===== config.mk =====
export PLATFORM = sky130hd
export DESIGN_NAME = demux_dispatch_ctrl
export DESIGN_NICKNAME = d
export VERILOG_FILES = /design/src/rtl/demux_dispatch_pkg.sv /design/src/rtl/demux_1x4.sv /design/src/rtl/demux_dispatch_ctrl_rr_pick4.sv /design/src/rtl/demux_dispatch_ctrl.sv
export SDC_FILE = /design/constraint.sdc
export NUM_CORES = 1
export LEC_CHECK = 0
export BUFFER_PORTS_ARGS = -buffer_cell sky130_fd_sc_hd__buf_2
export CELL_PAD_IN_SITES_DETAIL_PLACEMENT = 1
export CELL_PAD_IN_SITES_GLOBAL_PLACEMENT = 2
export CORE_ASPECT_RATIO = 2
export CORE_MARGIN = 2
export CORE_UTILIZATION = 25
export CTS_BUF_LIST = sky130_fd_sc_hd__clkbuf_4 sky130_fd_sc_hd__clkbuf_8
export CTS_CLUSTER_DIAMETER = 150
export DETAILED_ROUTE_END_ITERATION = 7
export HOLD_SLACK_MARGIN = 0.15
export PLACE_DENSITY_LB_ADDON = 0.1
export SETUP_SLACK_MARGIN = 0.02
export SLEW_MARGIN = 15
export SYNTH_ARGS = -nofsm -noshare
export SYNTH_HDL_FRONTEND = slang
export SYNTH_HIERARCHICAL = 1
export SYNTH_SLANG_ARGS = --single-unit

===== constraint.sdc =====
create_clock -name clk -period 3.95 [get_ports clk]
set_clock_uncertainty 0.15 [all_clocks]
set_input_delay 1.185 -clock clk [delete_from_list [all_inputs] [get_ports clk]]
set_output_delay 1.185 -clock clk [all_outputs]
set_load 0.1 [all_outputs]

===== src/rtl/demux_dispatch_pkg.sv =====
// Shared types and helpers for the 1-to-4 demux dispatch controller.
package demux_dispatch_pkg;

   localparam int unsigned NUM_CH = 4;
   localparam int unsigned SEL_W  = 2;

   typedef enum logic [0:0] {
      IDLE  = 1'b0,
      ROUTE = 1'b1
   } state_t;

   typedef struct packed {
      logic             found;
      logic [SEL_W-1:0] idx;
   } pick_t;

   // First set bit of mask, searching ptr, ptr+1, ... with wrap-around.
   function automatic pick_t rr_search(input logic [NUM_CH-1:0] mask,
                                       input logic [SEL_W-1:0]  ptr);
      pick_t            r;
      logic [SEL_W-1:0] j;
      r = '0;
      // Walk farthest-first so the nearest enabled channel wins last.
      for (int k = NUM_CH - 1; k >= 0; k--) begin
         j = ptr + SEL_W'(k);
         if (mask[j]) begin
            r.found = 1'b1;
            r.idx   = j;
         end
      end
      return r;
   endfunction

endpackage


===== src/rtl/demux_1x4.sv =====
// Existing 1-to-4 demultiplexer: routes din onto the output selected by s.
module demux_1x4 (
   input  logic       din,
   input  logic [1:0] s,
   output logic [3:0] y
);

   // Single active bit at position s when din is high.
   always_comb begin
      y    = '0;
      y[s] = din;
   end

endmodule


===== src/rtl/demux_dispatch_ctrl_rr_pick4.sv =====
// Combinational rotating-priority picker over a 4-bit enable mask.
module rr_pick4
   import demux_dispatch_pkg::*;
(
   input  logic [NUM_CH-1:0] mask,
   input  logic [SEL_W-1:0]  ptr,
   output logic [SEL_W-1:0]  idx,
   output logic              found
);

   pick_t pick;

   // Resolve the first enabled channel at or after ptr.
   always_comb begin
      pick  = rr_search(mask, ptr);
      idx   = pick.idx;
      found = pick.found;
   end

endmodule


===== src/rtl/demux_dispatch_ctrl.sv =====
// Dispatch controller: accepts one word, commits a destination, holds it
// until the selected consumer takes it.
module demux_dispatch_ctrl
   import demux_dispatch_pkg::*;
#(
   parameter int unsigned DATA_W = 8
) (
   input  logic              clk,
   input  logic              rst,
   input  logic              in_valid,
   output logic              in_ready,
   input  logic [DATA_W-1:0] in_data,
   input  logic              in_directed,
   input  logic [SEL_W-1:0]  in_dest,
   input  logic [NUM_CH-1:0] ch_en,
   output logic [NUM_CH-1:0] out_valid,
   input  logic [NUM_CH-1:0] out_ready,
   output logic [DATA_W-1:0] out_data,
   output logic [SEL_W-1:0]  sel,
   output logic              busy,
   output logic              err_drop
);

   state_t            state, state_n;
   logic [DATA_W-1:0] hold_data, hold_data_n;
   logic [SEL_W-1:0]  sel_n;
   logic [SEL_W-1:0]  rr_ptr, rr_ptr_n;
   logic              err_drop_n;
   logic              in_ready_n;
   logic [SEL_W-1:0]  pick_idx;
   logic              pick_found;
   logic [SEL_W-1:0]  dest;
   logic              dest_ok;
   logic              routing;

   rr_pick4 u_pick (
      .mask  (ch_en),
      .ptr   (rr_ptr),
      .idx   (pick_idx),
      .found (pick_found)
   );

   assign routing = (state == ROUTE);

   demux_1x4 u_demux (
      .din (routing),
      .s   (sel),
      .y   (out_valid)
   );

   assign out_data = hold_data;
   assign busy     = routing;

   // State and datapath registers; reset discards any held word.
   always_ff @(posedge clk or posedge rst) begin
      if (rst) begin
         state     <= IDLE;
         hold_data <= '0;
         sel       <= '0;
         rr_ptr    <= '0;
         err_drop  <= 1'b0;
         in_ready  <= 1'b0;
      end else begin
         state     <= state_n;
         hold_data <= hold_data_n;
         sel       <= sel_n;
         rr_ptr    <= rr_ptr_n;
         err_drop  <= err_drop_n;
         in_ready  <= in_ready_n;
      end
   end

   // Destination resolution: directed request or round-robin pick.
   always_comb begin
      dest    = pick_idx;
      dest_ok = pick_found;
      if (in_directed) begin
         dest    = in_dest;
         dest_ok = ch_en[in_dest];
      end
   end

   // Next-state and register updates.
   always_comb begin
      state_n     = state;
      hold_data_n = hold_data;
      sel_n       = sel;
      rr_ptr_n    = rr_ptr;
      err_drop_n  = 1'b0;
      unique case (state)
         IDLE: begin
            if (in_valid && in_ready) begin
               hold_data_n = in_data;
               if (dest_ok) begin
                  sel_n   = dest;
                  state_n = ROUTE;
               end else begin
                  err_drop_n = 1'b1;
               end
            end
         end
         ROUTE: begin
            if (out_ready[sel]) begin
               rr_ptr_n = SEL_W'(sel + SEL_W'(1));
               state_n  = IDLE;
            end
         end
         default: state_n = IDLE;
      endcase
      in_ready_n = (state_n == IDLE);
   end

endmodule


### Word level (Yosys, flattened, before mapping)

Cells that the tools add are included.

* memories kept: 0
* bits in writable memories: 0
* latch bits: 0
* bits in registers: 15
* input bits: 22
* bits in read-only memories: 0
* output and inout bits: 17

* reduce and logical (&&, ||, !) cells: 5
* bitwise gates (word level): 3
* shift-type cells: 0
* multiply operators: 0
* eq/ne operators: 0
* add/subtract/negate cells: 4
* muxes and demuxes: 27
* magnitude comparators: 7
* divide/modulo/power cells: 0

Operators by type and width (number)
* 2-bit by 3-bit less-than comparator with 1-bit output (second input constant): 6
* 1-bit two-way mux: 14
* 1-bit binary-select mux with 2-bit select: 6
* 3-bit two-way mux: 4
* 2-bit by 1-bit adder with 2-bit output (second input constant): 2
* 2-bit adder (second input constant): 2
* 4-bit AND: 1
* 2-bit AND reduction: 2
* 3-bit AND reduction: 1
* 1-bit demux with 2-bit select: 1
* 2-bit by 1-bit greater-or-equal comparator with 1-bit output (second input constant): 1
* 1-bit logical AND: 2
* 2-bit two-way mux: 1
* 1-bit NOT: 2
* 1-bit one-hot mux with 2 select lines: 1

### Longest topological paths before layout

Gate-level depths: netlist of run 1.

* depth in word-level cells: 12
* mapped depth: 5

### By module

Netlist of run 1, hierarchy kept.

Modules (own cells, without submodules)
* demux_dispatch_ctrl: sequential area each 375.4 µm², area an instance 679.4 µm², times used 1, cells each 46
* rr_pick4: sequential area each 0.0 µm², area an instance 81.3 µm², times used 1, cells each 15
* demux_1x4: sequential area each 0.0 µm², area an instance 37.5 µm², times used 1, cells each 4

### Worst setup path after synthesis of run 1

No wires, ideal clock.

* kind: register to output
* start: reg state (netlist: busy)
* end: out out_valid[0]
* data arrival time: 2.325 ns
* setup slack: 0.290 ns
* data required time: 2.615 ns
* stages on the path, launching flop included: 2
* buffers on the path: 0
* cell sequence: dfrtp_1 > nor3b_2

* longest elaborated chain between the ends: 1

RTL lines
* from (decl): RTL line demux_dispatch_ctrl.sv:24 `state_t state, state_n;`
* from (signal assigned): RTL line demux_dispatch_ctrl.sv:64 `state <= state_n;`
* 4-bit AND (no line)
* to (decl): RTL line demux_dispatch_ctrl.sv:16 `output logic [NUM_CH-1:0] out_valid,`

Every way passes these cells.

### Worst setup path after layout of run 1

* start: reg sel[0]
* end: out out_valid[3]

* longest elaborated chain between the ends: 5
* elaborated cells on any way between the ends: 6

RTL lines
* from (decl): RTL line demux_dispatch_ctrl.sv:19 `output logic [SEL_W-1:0] sel,`
* from (signal assigned): RTL line demux_dispatch_ctrl.sv:66 `sel <= sel_n;`
* 2-bit by 3-bit less-than comparator with 1-bit output (not written as such) or 2-bit by 1-bit greater-or-equal comparator with 1-bit output (tied branches): RTL line demux_1x4.sv:11 `y[s] = din;`
* 1-bit logical AND (not written as such): RTL line demux_1x4.sv:11
* 1-bit two-way mux (not written as such): RTL line demux_1x4.sv:11
* 1-bit demux with 2-bit select *
* 4-bit AND (no line) *

Every way passes the cells marked *; elsewhere a longest branch is shown, timed or not.

==> results.ini, run 1 <==
[outcome]
status = complete, no violations

[clock_network]
clk_pin_slew_ns = 0.06
clock-sinks = 15
post_cts_buffers = 0
hold_buffers = 0
post_cts_resized = 0
cts_tree = done
h-tree-depth = 1
root_buffer = clkbuf_8
clkLatencyLatePin_ns = 0.25
cts_buffers = 3
cts_buffer_depth = 2

[critical_path]
r2r.worst_path.cells = 3
cp_data_required_time_ns = 2.61
slowest_delay_ns = 0.53
worstPathMaxFanout = 9
rr_startpoint = sel[0]
endpoint_kind = primary output
r2r-end = rr_ptr[1]
cp_num_cells = 2
path_cells = and3_2 -> buf_2
critPathBufInv = 1
slowest_stage = dfrtp_1
worstPathArrival_ns = 1.43
r2r_slack_ns = 2.33
critPathLaunchType = register
cp_top_family = flip-flops
path_class = register to primary output

[placement]
dp_hpwl_um = 1570
routabilityCongestion = 0.704
port_buffers = 38
place_area_um2 = 1030

[global_route]
grt_max_degree = 16
grt_pass1_wl_um = 3430
grt.total_usage_pct = 12.3
gr-total-overflow = 0
antenna_found_initial = 0
grt_pass1_vias = 778

[floorplan]
num_rows = 29
die_y_um = 83.9
ioPinCount = 39
initial_core_util_pct = 25.6
die_area_um2 = 3690
die_w_um = 44.0
coreArea_um2 = 3120

[route]
vias_per_cell = 4.77
dr.pass1.iters = 3
wl_um = 1930
drtAntennaViolNets = 0
vias = 658
routedWlPerCell_um = 14.0
drc_errors = 0
first_iter_violations = 9

[synthesis]
netlist_area_um2 = 798
yosys_warnings = 6
synthTopCellsByArea = dfrtp_1, mux2_2, mux2_4, nand4b_4, mux4_2
synthCells = 65
syn_area_per_cell_um2 = 12.3
syn_nets = 87
yosysTopAreaCell = dfrtp_1
ys_seq_area_share_pct = 47.0
yosys.cell_types.count = 25
ys_ff_latch = 15
yosysTopAreaCellShare_pct = 47.0

[min_path]
hp-class = register to register
min_path_cells = 1
holdPathEnd = out_data[4]
min_from = out_data[4]

[layout]
antenna_cells = 0
seqCellArea_um2 = 375
nFillCells = 375
final_area_um2 = 1070
final_layout_size_suffix_gt1_share_pct = 57.9
final_nets = 130
multi_input_area_um2 = 404
area_growth_pct = 34.5

[sta]
hold_viol = 0
fin_crit_sh_pct = 70.1
worst_pin_slew_ns = 0.578
slew_headroom_pct = 61.4
hold_slack_ns = 0.353
fin_tns_setup_ns = 0
setup_violations = 0
rsz0062_at_grt = false
timing.final.crit_period_ns = 2.77
report.final.slew_viol_count = 0
fmax_mhz = 361

[run]
maxCapViolCount = 0

## worst register-to-register path, cell delays in order (launching register included)
cell	delay, ns
dfrtp_1	0.53
mux4_2	0.60
nand2_2	0.12
o21ai_0	0.09
## layer usage
| layer | global-route usage (%) | up-vias | share of wire (%) |
|---|---|---|---|
| met2 | 22.9 | 20 | 60 |
| met4 | 6.61 | 0 | 1.5 |
| met5 | 0 | - | 0 |
| met1 | 12.0 | 321 | 33 |
| met3 | 1.95 | 2 | 4.9 |
| li1 | - | 315 | - |
## kinds of logic after synthesis
group / share of synthesized area, %
mux: 23.2
buf+inv: 2.35
xor+xnor: 1.10
simple gates: 16.9
compound gates: 9.41
flops: 47.0
## worst max-delay path by stage
stage               slack [ns]      endpoint  startpoint
CTS                       1.14  out_valid[3]      sel[0]
finish                    1.18  out_valid[3]      sel[0]
global placement          1.38        sel[1]    ch_en[1]
global route              1.10  out_valid[3]      sel[0]
floorplan                 0.29  out_valid[0]        busy
detailed placement        1.35        sel[1]    ch_en[1]
## stage by stage
stage	setup slack (ns)	util (%)	std cells
floorplan	0.290	-	65
global placement	1.38	32.9	134
detailed placement	1.35	32.9	134
CTS	1.14	34.4	138
global route	1.10	34.4	138
finish	1.18	34.4	138
## cells in the mapped netlist
cell,count
nand4b_4,1
nand2_1,3
nand2b_1,2
nand3_4,1
mux4_2,1
nand3_1,1
xnor2_1,1
a21oi_1,4
inv_1,5
and3_2,1
nand2_2,1
mux2_2,10
a211oi_2,1
and3b_1,2
nor3b_2,1
mux2i_1,2
or2_2,1
a31oi_1,1
nand3b_1,1
nor2_1,2
o21ai_0,4
o21a_1,1
dfrtp_1,15
a22o_1,1
mux2_4,2
## cells in the final DEF (no fill, tap or decap), drive strengths merged
| cell type | Yosys | final |
|---|---|---|
| mux2 | 12 | 12 |
| xnor2 | 1 | 1 |
| a21oi | 4 | 4 |
| dfrtp | 15 | 15 |
| inv | 5 | 5 |
| a211oi | 1 | 1 |
| nand2 | 4 | 4 |
| nand2b | 2 | 2 |
| nand3 | 2 | 2 |
| buf | 0 | 38 |
| o21a | 1 | 1 |
| clkinv | 0 | 1 |
| nand4b | 1 | 1 |
| nand3b | 1 | 1 |
| a22o | 1 | 1 |
| or2 | 1 | 1 |
| and3 | 1 | 1 |
| nor3b | 1 | 1 |
| mux4 | 1 | 1 |
| mux2i | 2 | 2 |
| nor2 | 2 | 2 |
| clkbuf | 0 | 3 |
| and3b | 2 | 2 |
| o21ai | 4 | 4 |
| a31oi | 1 | 1 |
## flip-flops by register name, indices dropped and copies added (netlist names)
| name | cells |
|---|---|
| err_drop | 1 |
| rr_ptr | 2 |
| sel | 2 |
| out_data | 8 |
| busy | 1 |
| in_ready | 1 |
## final cells by class
class,instances,share of cell area [%]
Sequential cell,15,35.0
Clock inverter,1,0.466
Tap cell,31,3.61
Multi-Input combinational cell,45,37.6
Inverter,5,1.75
Timing Repair Buffer,38,17.7
Clock buffer,3,3.85
Power of run 1 is left out: the tool's default activity adds up to more than one toggle a clock period on the data nets, which glitch-free logic cannot reach.
==> run 2, diff against run 1 <==
==> constraint.sdc (replaced) <==
create_clock -name clk -period 2.5 [get_ports clk]
set_clock_uncertainty 0.15 [all_clocks]
set_input_delay 0.75 -clock clk [delete_from_list [all_inputs] [get_ports clk]]
set_output_delay 0.75 -clock clk [all_outputs]
set_load 0.1 [all_outputs]
==> run 2 against run 1 <==
Non-clock buffer count is the same. Die area did not move. Count of clock-buffer cells in the layout up 1. First-iteration DRC count grew to 2.6 times the previous value. Utilization is 0.56 points higher. Routed wire length increased by 6.7%. Cell area is 1.6% higher. Setup slack worse by 0.99 ns. Critical path depth unchanged. Via count increased by 2.0%. Critical path type unchanged.
==> results.ini, run 2 (synthesis results as in run 1) <==
[outcome]
status = complete, no violations

[clock_network]
h-tree-depth = 1  ; unchanged
clock-sinks = 15  ; unchanged
clkLatencyLatePin_ns = 0.25  ; about the same
cts_buffers = 3  ; unchanged
root_buffer = clkbuf_8
post_cts_buffers = 0  ; unchanged
clk_pin_slew_ns = 0.06  ; about the same
hold_buffers = 0  ; unchanged
post_cts_resized = 0  ; unchanged
cts_tree = done
cts_buffer_depth = 2  ; unchanged

[run]
maxCapViolCount = 0  ; unchanged

[global_route]
grt_pass1_vias = 703  ; -9.6%
antenna_found_initial = 0  ; unchanged
grt_pass1_wl_um = 3390  ; -1.2%
gr-total-overflow = 0  ; unchanged
grt_max_degree = 16  ; unchanged
grt.total_usage_pct = 12.3  ; -0.016 points

[floorplan]
initial_core_util_pct = 25.6  ; unchanged
coreArea_um2 = 3120  ; unchanged
ioPinCount = 39  ; unchanged
num_rows = 29  ; unchanged
die_y_um = 83.9  ; unchanged
die_w_um = 44.0  ; unchanged
die_area_um2 = 3690  ; unchanged

[sta]
fmax_mhz = 434
rsz0062_at_grt = false
setup_violations = 0  ; unchanged
hold_slack_ns = 0.341  ; -0.0119 ns
worst_pin_slew_ns = 0.598  ; +0.0196 ns
fin_crit_sh_pct = 92.2
hold_viol = 0  ; unchanged
slew_headroom_pct = 60.1  ; -1.3 points
fin_tns_setup_ns = 0  ; unchanged
timing.final.crit_period_ns = 2.30
report.final.slew_viol_count = 0  ; unchanged

[layout]
final_cell_mix = buf_2, dfrtp_1, mux2_2, inv_1
final_nets = 130  ; unchanged
antenna_cells = 0  ; unchanged
final_layout_size_suffix_gt1_share_pct = 62.6  ; +4.7 points
mostFrequentLayoutCell = buf_2
largest_reg_flops = 8  ; unchanged
area_growth_pct = 36.7

[route]
vias_per_cell = 4.86  ; +2.0%
routedWlPerCell_um = 14.9  ; +6.7%
drtAntennaViolNets = 0  ; unchanged
wl_um = 2060  ; +6.7%
drc_errors = 0  ; unchanged
vias = 671  ; +2.0%
dr.pass1.iters = 2  ; -1
first_iter_violations = 23  ; +14

[critical_path]
cp_top_family = flip-flops
worstPathMaxFanout = 9  ; unchanged
worstPathArrival_ns = 1.40  ; -0.03 ns
critPathLaunchType = register
path_cells = and3b_2 -> buf_2
critPathBufInv = 1  ; unchanged
endpoint_kind = primary output
slowest_delay_ns = 0.48  ; -0.05 ns
path_class = register to primary output
cp_data_required_time_ns = 1.60  ; -1.01 ns
r2r_slack_ns = 0.86  ; -1.47 ns
slowest_stage = dfrtp_2

[placement]
dp_hpwl_um = 1660  ; +5.6%
port_buffers = 38  ; unchanged
routabilityCongestion = 0.693  ; -1.4%

[min_path]
hp-class = register to register

==> run 2: cell types whose count changed in the layout (fill, tap and decap cells not counted) <==
cell,delta
dfrtp_1,-3
dfrtp_2,+2
dfrtp_4,+1
clkbuf_4,+1
and3b_2,+2
and3b_1,-2
nor3b_2,-1
clkinv_2,-1
nor3b_4,+1
==> run 2: worst register-to-register path, stage by stage, from the launching register on <==
cell      delay (ns)
dfrtp_4         0.51
inv_1           0.15
nand3_4         0.16
nand4b_4        0.24
mux2_4          0.32
==> run 2: per-stage QoR <==
step,instance area (µm²),worst slack [ns],util [%],instances
finish,1090,0.196,35.0,138
CTS,1090,0.185,35.0,138
global placement,1040,0.371,33.4,134
global route,1090,0.157,35.0,138
floorplan,813,0.0515,-,65
detailed placement,1040,0.345,33.4,134
==> run 2: final cells by class <==
| class | count | area, µm² |
|---|---|---|
| fill | 369 | 2030 |
| multi-input combinational | 45 | 413 |
| sequential | 15 | 382 |
| inverter | 5 | 18.8 |
| timing repair buffer | 38 | 190 |
| tap | 31 | 38.8 |
| clock buffer | 4 | 48.8 |
==> run 2: path summary, 6_finish.rpt <==
path                            cells past startpoint           end  startpoint
worst min register to register                      2     rr_ptr[0]   rr_ptr[0]
max in group asynchronous                           2          busy         rst
worst max register to register                      4        sel[1]        busy
min in group asynchronous                           2   out_data[2]         rst
worst min-delay path                                2     rr_ptr[0]   rr_ptr[0]
worst max-delay path                                2  out_valid[2]      sel[0]
==> run 2: metal layers <==
layer  up-vias  part of all wire [%]  GRT usage [%]
met5         -                     0              0
met4         0                   3.4           8.54
met3         6                   5.2          0.866
met2        24                    59           22.9
met1       326                    32           11.7
li1        315                     -              -
Power of run 2 is left out for the same reason.
